### src/rtl/button_ctrl_pkg.sv
// Shared definitions for the front-panel button input block.
// Holds the auto-repeat FSM state type, the default channel masks for the
// five-button stopwatch panel, the channel index constants and a small
// constant helper used when sizing the repeat counter.
package button_ctrl_pkg;

    typedef enum logic [1:0] {
        IDLE   = 2'd0,
        DELAY  = 2'd1,
        REPEAT = 2'd2
    } rpt_state_e;

    localparam int N_BUTTONS_DEF = 5;

    // Bit order: up, centre, down, left, right.
    localparam int BTN_UP     = 0;
    localparam int BTN_CENTRE = 1;
    localparam int BTN_DOWN   = 2;
    localparam int BTN_LEFT   = 3;
    localparam int BTN_RIGHT  = 4;

    // Auto-repeat on up, down and right; toggle latch on centre ("set" mode).
    localparam logic [N_BUTTONS_DEF-1:0] REPEAT_MASK_DEF = 5'b10101;
    localparam logic [N_BUTTONS_DEF-1:0] TOGGLE_MASK_DEF = 5'b00010;

    function automatic int max2(input int a, input int b);
        return (a > b) ? a : b;
    endfunction

endpackage

### src/rtl/button_channel.sv
// Single button channel: two-flop synchroniser, debouncer, press-pulse
// generation, optional auto-repeat FSM and optional toggle latch.
// Ports:
//   clk_i          system clock, rising edge
//   rst_ni         asynchronous active-low reset
//   btn_i          raw asynchronous button level (active-high)
//   enable_i       when low, press pulses, repeats and toggles are dropped
//   toggle_clear_i synchronous clear of the toggle latch (wins over a press)
//   pulse_o        one-cycle press / repeat pulse (registered)
//   held_o         debounced level (registered)
//   toggle_o       toggle latch state (0 when TOGGLE_EN is 0)
module button_channel
    import button_ctrl_pkg::*;
#(
    parameter int DEBOUNCE_CYCLES = 4,
    parameter int REPEAT_DELAY    = 20,
    parameter int REPEAT_PERIOD   = 8,
    parameter bit REPEAT_EN       = 1'b0,
    parameter bit TOGGLE_EN       = 1'b0
) (
    input  logic clk_i,
    input  logic rst_ni,
    input  logic btn_i,
    input  logic enable_i,
    input  logic toggle_clear_i,
    output logic pulse_o,
    output logic held_o,
    output logic toggle_o
);

    localparam int DB_W    = $clog2(DEBOUNCE_CYCLES + 1);
    localparam int RPT_MAX = max2(REPEAT_DELAY, REPEAT_PERIOD);
    localparam int RPT_W   = $clog2(RPT_MAX + 1);

    // The flip happens on the sample that would take the count to DEBOUNCE_CYCLES.
    localparam logic [DB_W-1:0]  DB_LAST    = DB_W'(DEBOUNCE_CYCLES - 1);
    localparam logic [RPT_W-1:0] RPT_ONE    = RPT_W'(1);
    localparam logic [RPT_W-1:0] RPT_DLY_C  = RPT_W'(REPEAT_DELAY);
    localparam logic [RPT_W-1:0] RPT_PER_C  = RPT_W'(REPEAT_PERIOD);

    logic             s1_q, s2_q;
    logic             held_q, held_d;
    logic [DB_W-1:0]  db_cnt_q, db_cnt_d;
    rpt_state_e       state_q, state_d;
    logic [RPT_W-1:0] rpt_cnt_q, rpt_cnt_d;
    logic             pulse_q, pulse_d;
    logic             toggle_q, toggle_d;
    logic             press;
    logic             rpt_fire;

    function automatic logic [RPT_W-1:0] sat_inc(input logic [RPT_W-1:0] v);
        return (v == {RPT_W{1'b1}}) ? v : v + 1'b1;
    endfunction

    always_ff @(posedge clk_i or negedge rst_ni) begin
        if (!rst_ni) begin
            s1_q      <= 1'b0;
            s2_q      <= 1'b0;
            held_q    <= 1'b0;
            db_cnt_q  <= '0;
            state_q   <= IDLE;
            rpt_cnt_q <= '0;
            pulse_q   <= 1'b0;
            toggle_q  <= 1'b0;
        end else begin
            s1_q      <= btn_i;
            s2_q      <= s1_q;
            held_q    <= held_d;
            db_cnt_q  <= db_cnt_d;
            state_q   <= state_d;
            rpt_cnt_q <= rpt_cnt_d;
            pulse_q   <= pulse_d;
            toggle_q  <= toggle_d;
        end
    end

    // Debouncer: any agreeing sample restarts the run of disagreeing ones.
    always_comb begin
        db_cnt_d = '0;
        held_d   = held_q;
        if (s2_q != held_q) begin
            if (db_cnt_q == DB_LAST) begin
                held_d = ~held_q;
            end else begin
                db_cnt_d = db_cnt_q + 1'b1;
            end
        end
    end

    // Press is qualified with the next held value so the pulse register
    // rises on the same edge as held_q.
    assign press = held_d & ~held_q & enable_i;

    // Repeat FSM. Looking at held_d means a repeat falling due on the release
    // edge is dropped together with the held level.
    always_comb begin
        state_d   = state_q;
        rpt_cnt_d = rpt_cnt_q;
        rpt_fire  = 1'b0;
        if (!REPEAT_EN || !held_d || !enable_i) begin
            state_d   = IDLE;
            rpt_cnt_d = '0;
        end else begin
            case (state_q)
                IDLE: begin
                    if (press) begin
                        state_d   = DELAY;
                        rpt_cnt_d = RPT_ONE;
                    end
                end
                DELAY: begin
                    if (rpt_cnt_q == RPT_DLY_C) begin
                        rpt_fire  = 1'b1;
                        state_d   = REPEAT;
                        rpt_cnt_d = RPT_ONE;
                    end else begin
                        rpt_cnt_d = sat_inc(rpt_cnt_q);
                    end
                end
                REPEAT: begin
                    if (rpt_cnt_q == RPT_PER_C) begin
                        rpt_fire  = 1'b1;
                        rpt_cnt_d = RPT_ONE;
                    end else begin
                        rpt_cnt_d = sat_inc(rpt_cnt_q);
                    end
                end
                default: begin
                    state_d   = IDLE;
                    rpt_cnt_d = '0;
                end
            endcase
        end
    end

    assign pulse_d = press | rpt_fire;

    // Only the press pulse flips the latch; repeats never do.
    always_comb begin
        toggle_d = toggle_q;
        if (!TOGGLE_EN || toggle_clear_i) begin
            toggle_d = 1'b0;
        end else if (press) begin
            toggle_d = ~toggle_q;
        end
    end

    assign pulse_o  = pulse_q;
    assign held_o   = held_q;
    assign toggle_o = toggle_q;

endmodule

### src/rtl/button_input_controller.sv
// N-channel front-panel input block for the stopwatch. Each channel is a
// button_channel instance; this level fans out enable and toggle_clear and
// selects auto-repeat / toggle behaviour per channel from the masks.
// Ports:
//   clk          system clock, rising edge
//   rst          asynchronous active-low reset
//   buttons_in   raw button levels (bit order up, centre, down, left, right)
//   enable       when low, suppresses pulses, repeats and toggles
//   toggle_clear synchronous clear of all toggle latches
//   pulse_out    one-cycle press and repeat pulses
//   held_out     debounced button levels
//   toggle_out   toggle latch states (0 outside TOGGLE_MASK)
module button_input_controller
    import button_ctrl_pkg::*;
#(
    parameter int                    N_BUTTONS       = N_BUTTONS_DEF,
    parameter int                    DEBOUNCE_CYCLES = 4,
    parameter int                    REPEAT_DELAY    = 20,
    parameter int                    REPEAT_PERIOD   = 8,
    parameter logic [N_BUTTONS-1:0]  REPEAT_MASK     = N_BUTTONS'(REPEAT_MASK_DEF),
    parameter logic [N_BUTTONS-1:0]  TOGGLE_MASK     = N_BUTTONS'(TOGGLE_MASK_DEF)
) (
    input  logic                 clk,
    input  logic                 rst,
    input  logic [N_BUTTONS-1:0] buttons_in,
    input  logic                 enable,
    input  logic                 toggle_clear,
    output logic [N_BUTTONS-1:0] pulse_out,
    output logic [N_BUTTONS-1:0] held_out,
    output logic [N_BUTTONS-1:0] toggle_out
);

    for (genvar i = 0; i < N_BUTTONS; i++) begin : g_ch
        button_channel #(
            .DEBOUNCE_CYCLES (DEBOUNCE_CYCLES),
            .REPEAT_DELAY    (REPEAT_DELAY),
            .REPEAT_PERIOD   (REPEAT_PERIOD),
            .REPEAT_EN       (REPEAT_MASK[i]),
            .TOGGLE_EN       (TOGGLE_MASK[i])
        ) u_ch (
            .clk_i          (clk),
            .rst_ni         (rst),
            .btn_i          (buttons_in[i]),
            .enable_i       (enable),
            .toggle_clear_i (toggle_clear),
            .pulse_o        (pulse_out[i]),
            .held_o         (held_out[i]),
            .toggle_o       (toggle_out[i])
        );
    end

endmodule
### config.mk
export PLATFORM = sky130hd
export DESIGN_NAME = button_input_controller
export DESIGN_NICKNAME = d
export VERILOG_FILES = /design/src/rtl/button_ctrl_pkg.sv /design/src/rtl/button_channel.sv /design/src/rtl/button_input_controller.sv
export SDC_FILE = /design/constraint.sdc
export NUM_CORES = 1
export LEC_CHECK = 0
export CORE_ASPECT_RATIO = 1.4
export CORE_MARGIN = 2
export CORE_UTILIZATION = 50
export CTS_CLUSTER_DIAMETER = 40
export DETAILED_ROUTE_END_ITERATION = 10
export GPL_TIMING_DRIVEN = 1
export PLACE_DENSITY = 0.69
export SKIP_LAST_GASP = 1
export SLEW_MARGIN = 10
export SYNTH_ARGS = -nofsm -noshare
export SYNTH_HDL_FRONTEND = slang
export SYNTH_HIERARCHICAL = 1
export SYNTH_SLANG_ARGS = --single-unit
### constraint.sdc
create_clock -name clk -period 1.7 [get_ports clk]
set_input_delay 0.255 -clock clk [delete_from_list [all_inputs] [get_ports clk]]
set_output_delay 0.255 -clock clk [all_outputs]
set_load 0.05 [all_outputs]
After elaboration in Yosys (flattened, before gate mapping)
Index checks and enable logic that the tools add are counted.

word-level totals
  register bits = 57
  latch bits = 0
  memory bits (writable) = 0
  output and inout bits = 15
  logic and storage cells = 171
  memory bits (read-only) = 0
  memories = 0

operators by class
  bitwise gates (word level) = 19
  $mul = 0
  magnitude comparators = 0
  $add $sub $neg = 8
  muxes and demuxes = 64
  div/mod/pow operators = 0
  shift-type cells = 0
  equal/unequal tests = 34
  reductions and logical operators = 14

operators with widths
  kind                   count
  $mux W5                15
  $pmux W5 S3            3
  $eq A5 B5 Y1 const B   6
  $mux W3                10
  $mux W1                21
  $mux W2                9
  $ne A3 B1 Y1 const B   6
  $pmux W2 S3            3
  $add A3 B1 Y3 const B  5
  $add A5 B1 Y5 const B  3
  $eq A3 B2 Y1 const B   5
  $eq A5 B4 Y1 const B   3
  $and A1 B1 Y1          10
  $reduce_and A3 Y1      3
  $eq A2 B1 Y1 const B   3
  $eq A2 B2 Y1 const B   3
  $logic_not A2 Y1       3
  $ne A2 B1 Y1 const B   3
  $not A1 Y1             6
  $pmux W1 S2            3
  $ne A1 B1 Y1           5
  $logic_not A1 Y1       4
  $logic_or A1 B1 Y1     3
  $or A1 B1 Y1           3
  $reduce_bool A2 Y1     1

Longest topological paths before layout
  depth after elaboration = 8
  depth in mapped cells = 6
  depth with buffers taken out = 6

By module
The synthesis kept the hierarchy.

modules (own cells, without submodules)
  module                             seq. area each (µm²)  times used  cells each  area an instance (µm²)
  button_channel (g_ch[0].u_ch ...)  350.3                 3           81          834.6
  button_channel (g_ch[1].u_ch)      200.2                 1           19          304.0
  button_channel (g_ch[3].u_ch)      175.2                 1           18          262.8

Worst setup path after synthesis
OpenSTA, ideal clock, no wires.

  path kind = register to register
  from = register g_ch[0].u_ch.held_q
  to = register g_ch[0].u_ch.rpt_cnt_q[3]
  buffers on the path = 0
  path slack = 93 ps
  arrival = 1513 ps
  library setup time = 94 ps
  data required time = 1606 ps
  cell stages (with the launch flop) = 4
  cells stage by stage = dfrtp_1 -> o2111ai_2 -> and4_2 -> a211oi_1

between the ends
  word-level cells in the longest chain between the ends = 6
  elaborated cells on any way between the ends = 10
  those cells by class = eq/ne (2); mux (3); bitwise (3); reduce/logical (2)

ends and longest elaborated chain
  what                                                      RTL line                                     source
  start, declared                                           button_channel.sv:42                         logic held_q, held_d;
  start signal, assigned                                    button_channel.sv:68                         held_q <= held_d;
  $not A1 Y1                                                button_channel.sv:83, button_channel.sv:92
  $mux W1                                                   button_channel.sv:82                         if (db_cnt_q == DB_LAST) begin
  $mux W1                                                   button_channel.sv:81                         if (s2_q != held_q) begin
  $and A1 B1 Y1 or $logic_not A1 Y1 (tied branches)         button_channel.sv:92, button_channel.sv:100
  $and A1 B1 Y1 or $logic_or A1 B1 Y1 (tied branches)       button_channel.sv:92, button_channel.sv:100
  $ne A3 B1 Y1 (no source line) or $mux W5 (tied branches)  n/a
  end signal, assigned                                      button_channel.sv:71                         rpt_cnt_q <= rpt_cnt_d;
  end, declared                                             button_channel.sv:45                         logic [RPT_W-1:0] rpt_cnt_q, rpt_cnt_d;

Parallel ways exist; a longest one is shown, timed or not.
A chain may end at the register's enable or synchronous reset.

Final worst setup path
  from = register g_ch[4].u_ch.rpt_cnt_q[1]
  to = register g_ch[4].u_ch.state_q[1]

between the ends
  word-level cells in the longest chain between the ends = 3

ends and longest elaborated chain
  what                                RTL line               source
  start, declared                     button_channel.sv:45
  start signal, assigned              button_channel.sv:71
  $eq A5 B5 Y1                        button_channel.sv:112  if (rpt_cnt_q == RPT_DLY_C) begin
  $ne A3 B1 Y1 (no source line)       n/a
  $reduce_and A3 Y1 (no source line)  n/a
  end signal, assigned                button_channel.sv:70   state_q <= state_d;
  end, declared                       button_channel.sv:44   rpt_state_e state_q, state_d;

No other way between the ends.

==> impl_metrics.yaml <==
timing:
  period_needed_ns: 1.62
  max_freq_mhz: 618
  hold_viol_final: 0
  skew_ns: 0.00547
  post-route-period-util_pct: 95.2
  report.final.slew_viol_count: 0
  setup_ws_ns: 0.0815
  setup_violations: 0
power_and_ir_drop:
  seqPwrFrac_pct: 35.8
  leakage_nw: 1.66
  p_sw_w: 0.00186
  p_sw_share_pct: 36.1
  pwr-share-comb_pct: 38.2
  clkPwrFrac_pct: 26.0
  ir_worst_vdd_v: 0.000720
  p_total_w: 0.00515
  power_density_nw_per_um2: 1370
  internal_power_w: 0.00329
layout:
  area_delta_synth_final_pct: 22.5
  final_nets: 362
  num_antenna_cells: 0
  drive_above_1_share_pct: 22.9
logic_synthesis:
  async_flop_share_pct: 100
  synth_area_sq_um: 3070
  ys_seq_elements: 57
  yosys.area_share.simple_pct: 19.0
  synthTopCellsByCount: "57 x dfrtp_1, 26 x ha_1, 21 x a21oi_1"
  ys_top_cells_by_area: "dfrtp_1 46%, ha_1 11%, a21oi_1 3.4%"
  ys_seq_area_share_pct: 46.5
  synth_most_common_cell: "dfrtp_1"
  synth-edff-count: 0
  ys_types: 36
  synth_compound_area_share_pct: 12.7
  yosysWarningCount: 6
  yosysTopAreaCellShare_pct: 46.5
  synth_area_leader_cell: "dfrtp_1"
  synth_cells: 280
  synth_ff_type: "dfrtp_1"
  synth_top_family_by_area: "simple AND/OR/NAND/NOR gates"
  synth_adder_area_share_pct: 10.6
  syn_nets: 315
  avgSynthCellArea_sq_um: 11.0
  synth_xor_area_share_pct: 2.28
  synth_mux_area_share_pct: 4.52
floorplanning:
  core_area_sq_um: 5900
  dieArea_sq_um: 6790
  start_util_pct: 52.0
  fp.dieH_microns: 96.7
  die_width_microns: 70.2
  row_count: 33
  io-pin-count: 24
route:
  drt_iter0_markers: 164
  drt_pass1_iterations: 4
  vias_per_cell: 5.63
  wl_per_cell_microns: 14.3
  drt_wl_total_microns: 5750
  vias: 2264
  drt.antenna.violating_nets: 0
  drc: 0
critical_path:
  crit_arrival_ns: 1.87
  max_stage_delay_ns: 0.41
  cp_max_fo: 5
  crit_required_ns: 1.95
  critPathSlowestCell: "dfrtp_1"
  startpoint_type: "flop"
  end_kind: "flop"
  cp_cell_sequence: "inv_1 -> ha_4 -> nand4b_1 -> a21o_1 -> or3b_1 -> a21oi_1"
  cp_num_buf_inv: 1
  cp_top_family: "simple AND/OR/NAND/NOR gates"
  crit_type: "reg2reg"
clock_network:
  ctsLongestPathBuffers: 2
  cts-root-buf: "clkbuf_8"
  cts_max_level: 3
  cts.sinks: 57
  cts_inserted_buffers: 9
  worstSkewPairLatency_ns: 0.33
  tritoncts: "yes"
  clk_pin_slew_ns: 0.06
grt:
  first_global_vias: 2308
  grt_pass1_wl_microns: 10200
  grt_usage_pct: 18.4
  grt_overflow_total: 0
  antenna_found_initial: 0
  grt_max_degree: 58
placed_design:
  port_buffers: 19
  place_hpwl_microns: 4100
  place_ws_ns: -0.0135
  place_congestion: 0.896
flow_run:
  maxCapViolations: 0
min_path:
  hold_path.class: "reg2reg"
outcome:
  status: "complete, no violations"
==> worst reg2reg max path, stage by stage, from the launching register on <==
cell      delay [ns]
dfrtp_1         0.41
inv_1           0.14
ha_4            0.17
nand4b_1        0.11
a21o_1          0.23
or3b_1          0.35
a21oi_1         0.13
==> cell type report <==
type                            count  area (sq um)
Timing Repair Buffer               43           390
Inverter                           18          67.6
Fill cell                         470          2140
Sequential cell                    57          1430
Clock buffer                       10           128
Tap cell                           70          87.6
Clock inverter                      6          82.6
Multi-Input combinational cell    198          1580
==> flip-flops by register name, summed over array words and instances, names as in the netlist <==
| register | count |
|---|---|
| g_ch.u_ch/held_o | 5 |
| g_ch.u_ch/state_q | 6 |
| g_ch.u_ch/rpt_cnt_q | 15 |
| g_ch.u_ch/pulse_o | 5 |
| g_ch.u_ch/s1_q | 5 |
| g_ch.u_ch/toggle_o | 1 |
| g_ch.u_ch/db_cnt_q | 15 |
| g_ch.u_ch/s2_q | 5 |
==> cell families (layout without fill, tap and decap cells) <==
logic type | count (synthesis) | count (layout)
flip-flops | 57 | 57
XOR/XNOR | 8 | 8
AND/OR/NAND/NOR | 94 | 94
buffers and inverters | 25 | 77
multiplexers | 9 | 9
adder cells (fa/ha/maj) | 26 | 26
other | 4 | 4
AO/OA/AOI/OAI | 57 | 57
==> worst paths after layout <==
| path | startpoint | end | slack (ns) | depth (start not counted) |
|---|---|---|---|---|
| min reg2reg | g_ch[4].u_ch/s1_q | g_ch[4].u_ch/s2_q | 0.35 | 0 |
| min | g_ch[4].u_ch/s1_q | g_ch[4].u_ch/s2_q | 0.35 | 0 |
| min in group asynchronous | rst | g_ch[0].u_ch/rpt_cnt_q[0] | 0.44 | 3 |
| max reg2reg | g_ch[4].u_ch/rpt_cnt_q[1] | g_ch[4].u_ch/state_q[1] | 0.08 | 6 |
| max | g_ch[4].u_ch/rpt_cnt_q[1] | g_ch[4].u_ch/state_q[1] | 0.08 | 6 |
| max in group asynchronous | rst | g_ch[3].u_ch/pulse_o | 1.00 | 3 |
==> cell usage in the layout, fill, tap and decap left out, types with 4 or more instances in the layout <==
cell	netlist	layout
a21oi_1	21	20
buf_12	0	4
buf_4	7	30
clkbuf_8	0	9
clkdlybuf4s50_1	0	7
conb_1	4	4
dfrtp_1	57	57
ha_1	26	24
inv_1	18	18
mux2_2	4	4
nand2_1	19	19
nand3_1	12	12
nand4_1	9	9
nand4b_1	6	6
nor2_1	10	10
nor2b_4	1	4
nor3_1	5	5
nor3b_1	9	9
o211ai_1	6	6
o21ai_0	9	9
xnor2_1	8	8
==> power groups by stage <==
stage / clock, W / combinational [W] / sequential [W]
6_report: 0.00134 / 0.00197 / 0.00184
5_1_grt: 0.00145 / 0.00219 / 0.00188
4_1_cts: 0.00138 / 0.00189 / 0.00184
3_5_place_dp: 0 / 0.00188 / 0.00187
3_3_place_gp: 0 / 0.00185 / 0.00185
2_1_floorplan: 0 / 0.000991 / 0.00210
==> layer usage <==
metal  up-vias  part of all wire (%)  track usage, %
met5         -                     0               0
met4         0                   1.7            8.28
met3        11                   3.6            4.27
met2        42                    52            30.0
met1      1113                    43            23.0
li1       1098                     -               -
==> stage by stage <==
step | instances | hold slack [ns] | setup TNS [ns] | area [sq um] | util (%)
floorplan | 280 | -0.0406 | 0 | 3070 | -
global placement | 381 | 0.278 | 0 | 3460 | 58.5
detailed placement | 381 | 0.279 | -0.0135 | 3460 | 58.5
CTS | 398 | 0.344 | 0 | 3680 | 62.3
global route | 402 | 0.348 | -0.0251 | 3760 | 63.7
finish | 402 | 0.347 | 0 | 3760 | 63.7
==> repair_timing <==
item	in CTS	in global routing
hold endpoints to repair	57	0
buffers inserted	0	4
hold buffers	1	0
endpoints found under the setup margin	0	14
resized for setup	0	10
(Power assumes the default switching activity.)
